`src/rtl/pio_output_ctrl_if.sv`:
```
// Avalon-MM slave bus bundle for the PIO output port: word address, select,
// active-low write strobe, write data, and combinational read data.
interface pio_output_ctrl_if;
    logic [2:0]  address;
    logic        chipselect;
    logic        write_n;
    logic [31:0] writedata;
    logic [31:0] readdata;

    modport master (
        output address,
        output chipselect,
        output write_n,
        output writedata,
        input  readdata
    );

    modport slave (
        input  address,
        input  chipselect,
        input  write_n,
        input  writedata,
        output readdata
    );
endinterface

```
`src/rtl/pio_output_ctrl.sv`:
```
// Memory-mapped output port with bit set/clear/toggle, hardware one-shot pulses and pulse-done irq.
// Writes take effect on the write edge with no wait state; reads are combinational; never stalls the bus.
module pio_output_ctrl #(
    parameter int unsigned      WIDTH       = 8,
    parameter logic [WIDTH-1:0] RESET_VALUE = '0,
    parameter int unsigned      PULSE_W     = 16
) (
    input  logic                 clk,
    input  logic                 reset_n,
    pio_output_ctrl_if.slave     bus,
    output logic [WIDTH-1:0]     out_port,
    output logic                 irq
);

    localparam logic [2:0] ADDR_DATA   = 3'd0;
    localparam logic [2:0] ADDR_SET    = 3'd1;
    localparam logic [2:0] ADDR_CLEAR  = 3'd2;
    localparam logic [2:0] ADDR_TOGGLE = 3'd3;
    localparam logic [2:0] ADDR_PULSE  = 3'd4;
    localparam logic [2:0] ADDR_LEN    = 3'd5;
    localparam logic [2:0] ADDR_STATUS = 3'd6;

    localparam logic [PULSE_W-1:0] CNT_ONE = PULSE_W'(1);

    logic [WIDTH-1:0]   data_out;
    logic [WIDTH-1:0]   active;
    logic [PULSE_W-1:0] count;
    logic [PULSE_W-1:0] len;
    logic               done;
    logic               irq_en;

    logic [WIDTH-1:0]   data_nxt;
    logic [WIDTH-1:0]   active_nxt;
    logic [PULSE_W-1:0] count_nxt;
    logic [PULSE_W-1:0] len_nxt;
    logic               done_nxt;
    logic               irq_en_nxt;

    logic               wr;
    logic [WIDTH-1:0]   wd;
    logic [PULSE_W-1:0] len_eff;
    logic               expire;
    logic               busy;
    logic [31:0]        rdata;
    logic               unused_wd;

    assign wr        = bus.chipselect & ~bus.write_n;
    assign wd        = bus.writedata[WIDTH-1:0];
    assign len_eff   = (len == '0) ? CNT_ONE : len;
    assign expire    = (count == CNT_ONE);
    assign busy      = (count != '0);
    assign unused_wd = ^bus.writedata;

    // Expiry is folded in first so a same-edge bus write sees the post-expiry state.
    always_comb begin
        data_nxt   = data_out;
        active_nxt = active;
        count_nxt  = count;
        len_nxt    = len;
        done_nxt   = done;
        irq_en_nxt = irq_en;

        if (expire) begin
            data_nxt   = data_out & ~active;
            active_nxt = '0;
            count_nxt  = '0;
            done_nxt   = 1'b1;
        end else if (busy) begin
            count_nxt  = count - CNT_ONE;
        end

        if (wr) begin
            case (bus.address)
                ADDR_DATA:   data_nxt = wd;
                ADDR_SET:    data_nxt = data_nxt | wd;
                ADDR_CLEAR:  data_nxt = data_nxt & ~wd;
                ADDR_TOGGLE: data_nxt = data_nxt ^ wd;
                ADDR_PULSE: begin
                    if (wd != '0) begin
                        data_nxt   = data_nxt | wd;
                        active_nxt = active_nxt | wd;
                        count_nxt  = len_eff;
                    end
                end
                ADDR_LEN:    len_nxt = bus.writedata[PULSE_W-1:0];
                ADDR_STATUS: begin
                    irq_en_nxt = bus.writedata[2];
                    // A done being raised on this edge outranks the clear.
                    if (bus.writedata[1] && !expire) begin
                        done_nxt = 1'b0;
                    end
                end
                default: ;
            endcase
        end
    end

    always_ff @(posedge clk or negedge reset_n) begin
        if (!reset_n) begin
            data_out <= RESET_VALUE;
            active   <= '0;
            count    <= '0;
            len      <= CNT_ONE;
            done     <= 1'b0;
            irq_en   <= 1'b0;
        end else begin
            data_out <= data_nxt;
            active   <= active_nxt;
            count    <= count_nxt;
            len      <= len_nxt;
            done     <= done_nxt;
            irq_en   <= irq_en_nxt;
        end
    end

    always_comb begin
        rdata = '0;
        case (bus.address)
            ADDR_DATA:   rdata[WIDTH-1:0]   = data_out;
            ADDR_PULSE:  rdata[WIDTH-1:0]   = active;
            ADDR_LEN:    rdata[PULSE_W-1:0] = len;
            ADDR_STATUS: rdata[2:0]         = {irq_en, done, busy};
            default:     rdata              = '0;
        endcase
    end

    assign bus.readdata = rdata;
    assign out_port     = data_out;
    assign irq          = done & irq_en;

endmodule

```
`src/flat_wrapper.sv`:
```
// flat-port wrapper written by rule: the top's interface ports become plain ports
module pio_output_ctrl_flat 
#(
    parameter int unsigned      WIDTH       = 8,
    parameter logic [WIDTH-1:0] RESET_VALUE = '0,
    parameter int unsigned      PULSE_W     = 16
)
  (clk, reset_n, out_port, irq, bus_address, bus_chipselect, bus_write_n, bus_writedata, bus_readdata);
  pio_output_ctrl_if bus_i ();
  input  logic clk;
  input  logic reset_n;
  output logic [WIDTH-1:0] out_port;
  output logic irq;
  input wire logic [$bits(bus_i.address)-1:0] bus_address;
  input wire logic [$bits(bus_i.chipselect)-1:0] bus_chipselect;
  input wire logic [$bits(bus_i.write_n)-1:0] bus_write_n;
  input wire logic [$bits(bus_i.writedata)-1:0] bus_writedata;
  output wire logic [$bits(bus_i.readdata)-1:0] bus_readdata;
  assign bus_i.address = bus_address;
  assign bus_i.chipselect = bus_chipselect;
  assign bus_i.write_n = bus_write_n;
  assign bus_i.writedata = bus_writedata;
  assign bus_readdata = bus_i.readdata;
  pio_output_ctrl #(.WIDTH(WIDTH), .RESET_VALUE(RESET_VALUE), .PULSE_W(PULSE_W)) u_core (.clk(clk), .reset_n(reset_n), .bus(bus_i), .out_port(out_port), .irq(irq));
endmodule
```
`config.mk`:
```
export PLATFORM = sky130hd
export DESIGN_NAME = pio_output_ctrl_flat
export DESIGN_NICKNAME = d
export VERILOG_FILES = /design/src/rtl/pio_output_ctrl_if.sv /design/src/rtl/pio_output_ctrl.sv /design/src/flat_wrapper.sv
export SDC_FILE = /design/constraint.sdc
export NUM_CORES = 1
export LEC_CHECK = 0
export BUFFER_PORTS_ARGS = -buffer_cell sky130_fd_sc_hd__buf_2
export CORE_ASPECT_RATIO = 1.4
export CORE_UTILIZATION = 51
export CTS_CLUSTER_DIAMETER = 40
export DETAILED_ROUTE_END_ITERATION = 6
export PLACE_DENSITY = 0.87
export RECOVER_POWER = 25
export SYNTH_ARGS = -nofsm -noshare
export SYNTH_HDL_FRONTEND = slang
export SYNTH_SLANG_ARGS = --single-unit
```
`constraint.sdc`:
```
create_clock -name clk -period 6.2 [get_ports clk]
set_clock_uncertainty 0.2 [all_clocks]
set_input_delay 1.24 -clock clk [delete_from_list [all_inputs] [get_ports clk]]
set_output_delay 1.24 -clock clk [all_outputs]
set_load 0.02 [all_outputs]
```
# ---- Word level (Yosys, flattened, before mapping)
# Index checks and enable logic that the tools add are counted.
# Widths: inputs -> output; s select.
dict set report totals {
  out_inout_bits 41
  ff_bits 50
  in_bits 39
}
dict set report op_classes {
  bitwise 10
  reduce_logical 8
  n_mux 21
  n_addsub 1
  eq_ne 7
}
# operator n
set op_table {}
lappend op_table {{$mux 16} 6}
lappend op_table {{$mux 8} 8}
lappend op_table {{$pmux 8 s5} 1}
lappend op_table {{$and 8x8->8} 2}
lappend op_table {{$eq 16x1->1 const B} 1}
lappend op_table {{$logic_not 16->1} 1}
lappend op_table {{$not 8->8} 2}
lappend op_table {{$or 8x8->8} 2}
lappend op_table {{$reduce_bool 16->1} 1}
lappend op_table {{$sub 16x1->16 const B} 1}
lappend op_table {{$pmux 5 s3} 1}
lappend op_table {{$pmux 3 s4} 1}
lappend op_table {{$eq 3x3->1 const B} 3}
lappend op_table {{$reduce_bool 8->1} 1}
lappend op_table {{$xor 8x8->8} 1}
lappend op_table {{$eq 3x2->1 const B} 2}
lappend op_table {{$mux 1} 4}
lappend op_table {{$reduce_and 2->1} 2}
lappend op_table {{$eq 3x1->1 const B} 1}
lappend op_table {{$logic_not 3->1} 1}
lappend op_table {{$and 1x1->1} 2}
lappend op_table {{$logic_and 1x1->1} 1}
lappend op_table {{$logic_not 1->1} 1}
lappend op_table {{$not 1->1} 1}

# ---- Logic depth before layout (Yosys ltp)
# Gate-level depths: netlist of the first run.
dict set report logic_depth {
  depth_word 7
  mapped_depth 10
}

# ---- Least setup slack after synthesis of the first run
# Ideal clock, no wire load.
dict set report synth_timing {
  path_type {input to output}
  start {input port bus_address[2]}
  end {output port bus_readdata[2]}
  setup_slack_ps 2302
  t_arrival_ps 2458
  required_time_ps 4760
  n_path_buf 2
  stages 4
  path_cell_list {clkbuf_1 buf_1 mux2i_1 o32ai_1}
}
dict set report synth_between {
  elab_chain_len 2
  word_cells_on_any_way 5
  cone_classes {3 x eq/ne; 1 x mux; 1 x reduce/logical}
}
# element line
set synth_lines {}
lappend synth_lines {{from (decl)} flat_wrapper.sv:14} ;# input wire logic [$bits(bus_i.address)-1:0] bus_address;
lappend synth_lines {{$eq 3x3->1 or $logic_not 3->1 (tied branches)} pio_output_ctrl.sv:118} ;# case (bus.address)
lappend synth_lines {{$pmux 3 s4 (*)} pio_output_ctrl.sv:118}
lappend synth_lines {{to (decl)} flat_wrapper.sv:18} ;# output wire logic [$bits(bus_i.readdata)-1:0] bus_readdata;
# Mark *: on every way between the ends. The rest lies on a longest branch, timed or not.

# ---- Worst setup path in the final report of the first run
dict set report layout_timing {
  start {input port bus_address[0]}
  end {output port bus_readdata[2]}
}
# Same word-level chain as after synthesis.

==> flow_summary.toml, run 1 <==
[status]
outcome = "finished, violations left"
violations = "DRC, capacitance limit, slew limit"

[flow_run]
drv_cap = 1

[critical_path]
worstRegToRegCells = 9
worstReg2RegStart = "u_core.count[4]"
setup.worst_path.start = "bus_address[0]"
cp-endpoint = "bus_readdata[2]"
reg2reg_to = "u_core.out_port[1]"
start_kind = "input pin"
cp_data_required_time_ns = 4.76
setup.worst_path.class = "input pin to output port"
cp.arrival_ns = 2.94
worstPathMaxFanout = 37
critPathCaptureType = "output port"
rrSetupSlack_ns = 2.90

[sta]
max_slew_margin_pct = -80.1
finalHoldViolations = 0
timing.fmax_mhz = 228
report.final.slew_viol_count = 51
finalSetupTns_ns = 0
finalSetupViolCount = 0
rsz0062_at_grt = "no"
min_period_ns = 4.38
post-route-period-util_pct = 70.7
tightest_slew_ns = 2.70

[logic_synthesis]
synth_seq_cells = 50
synthArstFlopShare_pct = 100
yosys_most_used_dff = "dfrtp_1"
synth_common_cells = "dfrtp_1, nand2_1, inv_1"
synth_seq_area_share_pct = 37.4
postSynthCellCount = 368
synth.distinct_cells = 51
yosysMostFrequentCell = "dfrtp_1"
synth.cell_area_mm2 = 0.00335
yosysTopAreaCell = "dfrtp_1"
yosysTopAreaCellShare_pct = 36.6
synthTopCellsByArea = "dfrtp_1, ha_1, mux2_2"
synth_edf_count = 0
ys_warn_count = 0
syn-mean-instance-area_um2 = 9.11

[clock_tree]
cts_buffers = 5
ctsResizeCount = 0
cts-root-buf = "clkbuf_8"
holdBufCountCts = 0
cts_tree = "built"
clk-insertion-delay-late_ns = 0.31
post_cts_buffers = 0
clkTransAtPathRegs_ns = 0.10
clock-sinks = 50
clockBufferDepth = 2
htree_levels = 2

[global_route]
grt_first_pass_wirelength_um = 13000
grt_max_degree = 51
antenna_found_initial = 0
grtUsageTotal_pct = 23.9
grt_overflow_total = 0
grt_pass1_vias = 2779

[power_and_ir_drop]
total_power_uw = 1290
ir_drop_mv = 0.180
power_density_mw_per_mm2 = 354
p_leak_uw = 0.00172

[finish]
fin_cells = 477
drive_gt1_share_pct = 20.7
register_area_mm2 = 0.00125
area.growth.synth_to_final_pct = 9.00
n_antenna_cell = 0
finalNetCount = 461
fillers = 562
multi_input_area_mm2 = 0.00184

[routing]
drt_iter0_markers = 217
drc = 6
detail-route-antenna-nets = 0
drtPass1Iterations = 7
postRouteWirelength_um = 8040
wire_per_inst_um = 16.9
vias_per_cell = 6.08
num_vias = 2899

[die]
die_area_mm2 = 0.00691
num_rows = 34
fp.dieW_um = 70.5
fp.dieH_um = 97.9
initial_utilization_pct = 53.2
core_area_mm2 = 0.00630
io_pins = 80

[place]
placed_cells = 469
dp_hpwl_um = 5630
io_buffers = 47
place.gp.congestion = 0.839

[min_path]
holdCritPathClass = "flip-flop to flip-flop"
min_path_cells = 1
==> cell type report <==
class                   count  area share, %
clock buffers               5           1.88
well taps                  72           2.47
multi-input cells         269           50.4
repair buffers             49           6.75
flip-flops and latches     50           34.3
inverters                  29           2.98
clock inverters             3           1.23
==> metal layers <==
| layer | vias to the layer above | track usage (%) | wire length (um) |
|---|---|---|---|
| li1 | 1344 | - | - |
| met1 | 1409 | 27.8 | 3070 |
| met4 | 0 | 11.9 | 187 |
| met2 | 130 | 42.9 | 4380 |
| met3 | 16 | 2.68 | 408 |
| met5 | - | 0 | 0 |
==> kinds of logic (layout without fill, tap and decap cells) <==
family          after synthesis  count (layout)  share of synthesized area [%]
mux                          29              29                           9.29
buf+inv                      64              86                           9.37
fa+ha+maj                    18              18                           6.72
flops                        50              50                           37.4
xor+xnor                      7               7                           1.83
compound gates               86              86                           16.5
other cells                   1              16                          0.112
simple gates                113             113                           18.9
==> power by group <==
part           switching [uW]  internal (uW)  leakage [uW]
sequential                137            443      0.000610
combinational             257            217       0.00106
clock                     118            120     0.0000504
==> critical path: stages <==
cell     delay (ns)
buf_2          0.49
nor2b_1        0.65
a22oi_1        0.19
o32ai_1        0.16
buf_2          0.20
==> state kept, by name, summed over array words and instances, names as in the netlist <==
signal,count
u_core.out_port,8
u_core.count,16
u_core.done,1
u_core.len,16
u_core.irq_en,1
u_core.active,8
==> placed cells by master, fill, tap and decap left out, types with 5 or more instances in the layout <==
cell type  synthesis  routed
o21ai_0           24      24
nor2_1            15      15
inv_1             29      29
dfrtp_1           49      49
nor4_1             8       8
a22o_1             9       9
o22ai_1            8       8
mux2i_1           12      12
conb_1             1      16
ha_1              18      18
nor3_1             8       8
and3_1            10      10
o21ai_1            8       8
clkbuf_8           0       5
o221ai_1           7       7
a21oi_1           14      14
buf_2              4      47
mux2_2            17      17
nor2b_1            7       7
nand2_1           38      38
nor3b_1            6       6
xnor2_1            7       7
==> metrics by stage <==
step | hold slack [ns] | cell area (um2) | utilization (%) | setup slack, ns
2_1_floorplan | 0.264 | 3410 | - | 2.30
3_3_place_gp | 0.282 | 3540 | 56.3 | 1.84
3_5_place_dp | 0.291 | 3540 | 56.3 | 1.82
4_1_cts | 0.324 | 3660 | 58.1 | 1.81
5_1_grt | 0.336 | 3650 | 58.0 | 1.71
6_report | 0.326 | 3650 | 58.0 | 1.82
==> worst min path at each step <==
stage                             to  slack [ns]        startpoint
detailed placement  u_core.active[6]        0.29  u_core.active[6]
finish              u_core.active[5]        0.33  u_core.active[5]
global route        u_core.active[7]        0.34  u_core.active[7]
floorplan              u_core.irq_en        0.26     u_core.irq_en
global placement       u_core.irq_en        0.28     u_core.irq_en
CTS                 u_core.active[7]        0.32  u_core.active[7]
Power figures use the tool's default switching activity.
==> run 2, diff against run 1 <==
--- a/config.mk
+++ b/config.mk
@@ -7,10 +7,10 @@
 export LEC_CHECK = 0
 export BUFFER_PORTS_ARGS = -buffer_cell sky130_fd_sc_hd__buf_2
 export CORE_ASPECT_RATIO = 1.4
-export CORE_UTILIZATION = 51
+export CORE_UTILIZATION = 49
 export CTS_CLUSTER_DIAMETER = 40
 export DETAILED_ROUTE_END_ITERATION = 6
-export PLACE_DENSITY = 0.87
+export PLACE_DENSITY = 0.88
 export RECOVER_POWER = 25
 export SYNTH_ARGS = -nofsm -noshare
 export SYNTH_HDL_FRONTEND = slang
==> constraint.sdc (replaced) <==
create_clock -name clk -period 4 [get_ports clk]
set_clock_uncertainty 0.2 [all_clocks]
set_input_delay 0.8 -clock clk [delete_from_list [all_inputs] [get_ports clk]]
set_output_delay 0.8 -clock clk [all_outputs]
set_load 0.02 [all_outputs]
==> flow_summary.toml, run 2 (synthesized netlist as in run 1, its figures left out) <==
[global_route]
antenna_found_initial = 0
grtUsageTotal_pct = 24.0
grt_overflow_total = 0
grt_pass1_vias = 2931
grt_max_degree = 30
grt_first_pass_wirelength_um = 13600

[sta]
tightest_slew_ns = 1.55
min_period_ns = 3.47
report.final.slew_viol_count = 30
setup_slack_ns = 0.530
finalSetupViolCount = 0
timing.fmax_mhz = 288
max_slew_margin_pct = -3.06
finalSetupTns_ns = 0
finalHoldViolations = 0
rsz0062_at_grt = "no"
post-route-period-util_pct = 86.8

[die]
num_rows = 35
initial_utilization_pct = 50.7
die_area_mm2 = 0.00718
io_pins = 80
core_area_mm2 = 0.00661
fp.dieH_um = 99.9
fp.dieW_um = 71.9

[finish]
post-route-util_pct = 56.1
drive_gt1_share_pct = 21.0
area.growth.synth_to_final_pct = 10.6
layout_common_cells = "dfrtp_1, buf_2, nand2_1, inv_1, o21ai_0"
reg_top3 = "u_core.count: 16 flops, u_core.len: 16 flops"
finalNetCount = 466
n_antenna_cell = 0
final_common_cell = "dfrtp_1"

[place]
io_buffers = 47
dp_hpwl_um = 6060
place.gp.congestion = 0.830
pre_cts_slack_ns = 0.850

[critical_path]
worstPathMaxFanout = 6
slowest_delay_ns = 0.62
cp-endpoint = "bus_readdata[0]"
reg2reg_to = "u_core.out_port[1]"
setup.worst_path.class = "flip-flop to output port"
cp_slowest_cell = "or4_4"
start_kind = "flip-flop"
worstRegToRegCells = 9
worstReg2RegStart = "u_core.count[4]"
crit_chain = "or4_4 -> nor4b_4 -> and3_1 -> o22ai_1 -> a22o_1 -> buf_2"
setup.worst_path.start = "u_core.count[10]"
cp_data_required_time_ns = 3.00
rrSetupSlack_ns = 0.77
critPathCaptureType = "output port"
cp.arrival_ns = 2.47

[status]
outcome = "finished, violations left"
violations = "capacitance limit, slew limit"

[clock_tree]
cts_buffers = 5
clockBufferDepth = 2
clock-sinks = 50
clkTransAtPathRegs_ns = 0.09
ctsResizeCount = 0
holdBufCountCts = 0
cts-root-buf = "clkbuf_8"
htree_levels = 2
cts_tree = "built"
clk-insertion-delay-late_ns = 0.30
post_cts_buffers = 0

[power_and_ir_drop]
p_leak_uw = 0.00174
total_power_uw = 2010
ir_drop_mv = 0.256
power_density_mw_per_mm2 = 541

[routing]
postRouteWirelength_um = 8310
detail-route-antenna-nets = 0
drc = 0
drtPass1Iterations = 5
drt_iter0_markers = 243
vias_per_cell = 5.86
wire_per_inst_um = 16.6
num_vias = 2944

[min_path]
holdCritPathClass = "flip-flop to flip-flop"

[flow_run]
drv_cap = 1
run 2: critical path, delay by kind of cell (launching register included):
kind / cells / cell delay (ns)
simple gates: 3 / 1.21
compound gates: 2 / 0.37
buf+inv: 1 / 0.15
flops: 1 / 0.44
run 2: report_power, final:
group | internal [uW] | switching (uW)
sequential | 687 | 212
clock | 187 | 166
combinational | 342 | 412
run 2: worst min path at each step:
stage                startpoint                to  slack, ns  cells after the start
2_1_floorplan     u_core.irq_en     u_core.irq_en       0.26                      2
3_3_place_gp   u_core.active[3]  u_core.active[3]       0.29                      1
3_5_place_dp   u_core.active[5]  u_core.active[5]       0.30                      1
4_1_cts                 reset_n     u_core.len[6]       0.27                      1
5_1_grt        u_core.active[3]  u_core.active[3]       0.34                      1
6_report       u_core.active[5]  u_core.active[5]       0.32                      1
run 2: metal layers:
metal,up-vias,part of all wire [%],track usage [%]
li1,1352,-,-
met1,1444,39,28.1
met2,107,53,42.7
met3,41,3.7,2.81
met4,0,4.4,12.1
met5,-,0,0
run 2: area by class of cell:
type                            instances  area (um2)
Clock buffer                            7        76.3
Clock inverter                          1        30.0
Fill cell                             554        2910
Inverter                               29         109
Multi-Input combinational cell        269        1840
Sequential cell                        50        1250
Tap cell                               92         115
Timing Repair Buffer                   54         283
run 2: stage by stage:
stage / hold WS, ns / instance area [um2] / std cells
after floorplan: 0.264 / 3410 / 383
after global placement: 0.288 / 3610 / 494
after detailed placement: 0.296 / 3610 / 494
after CTS: 0.269 / 3710 / 502
after global routing: 0.343 / 3710 / 502
final: 0.317 / 3710 / 502
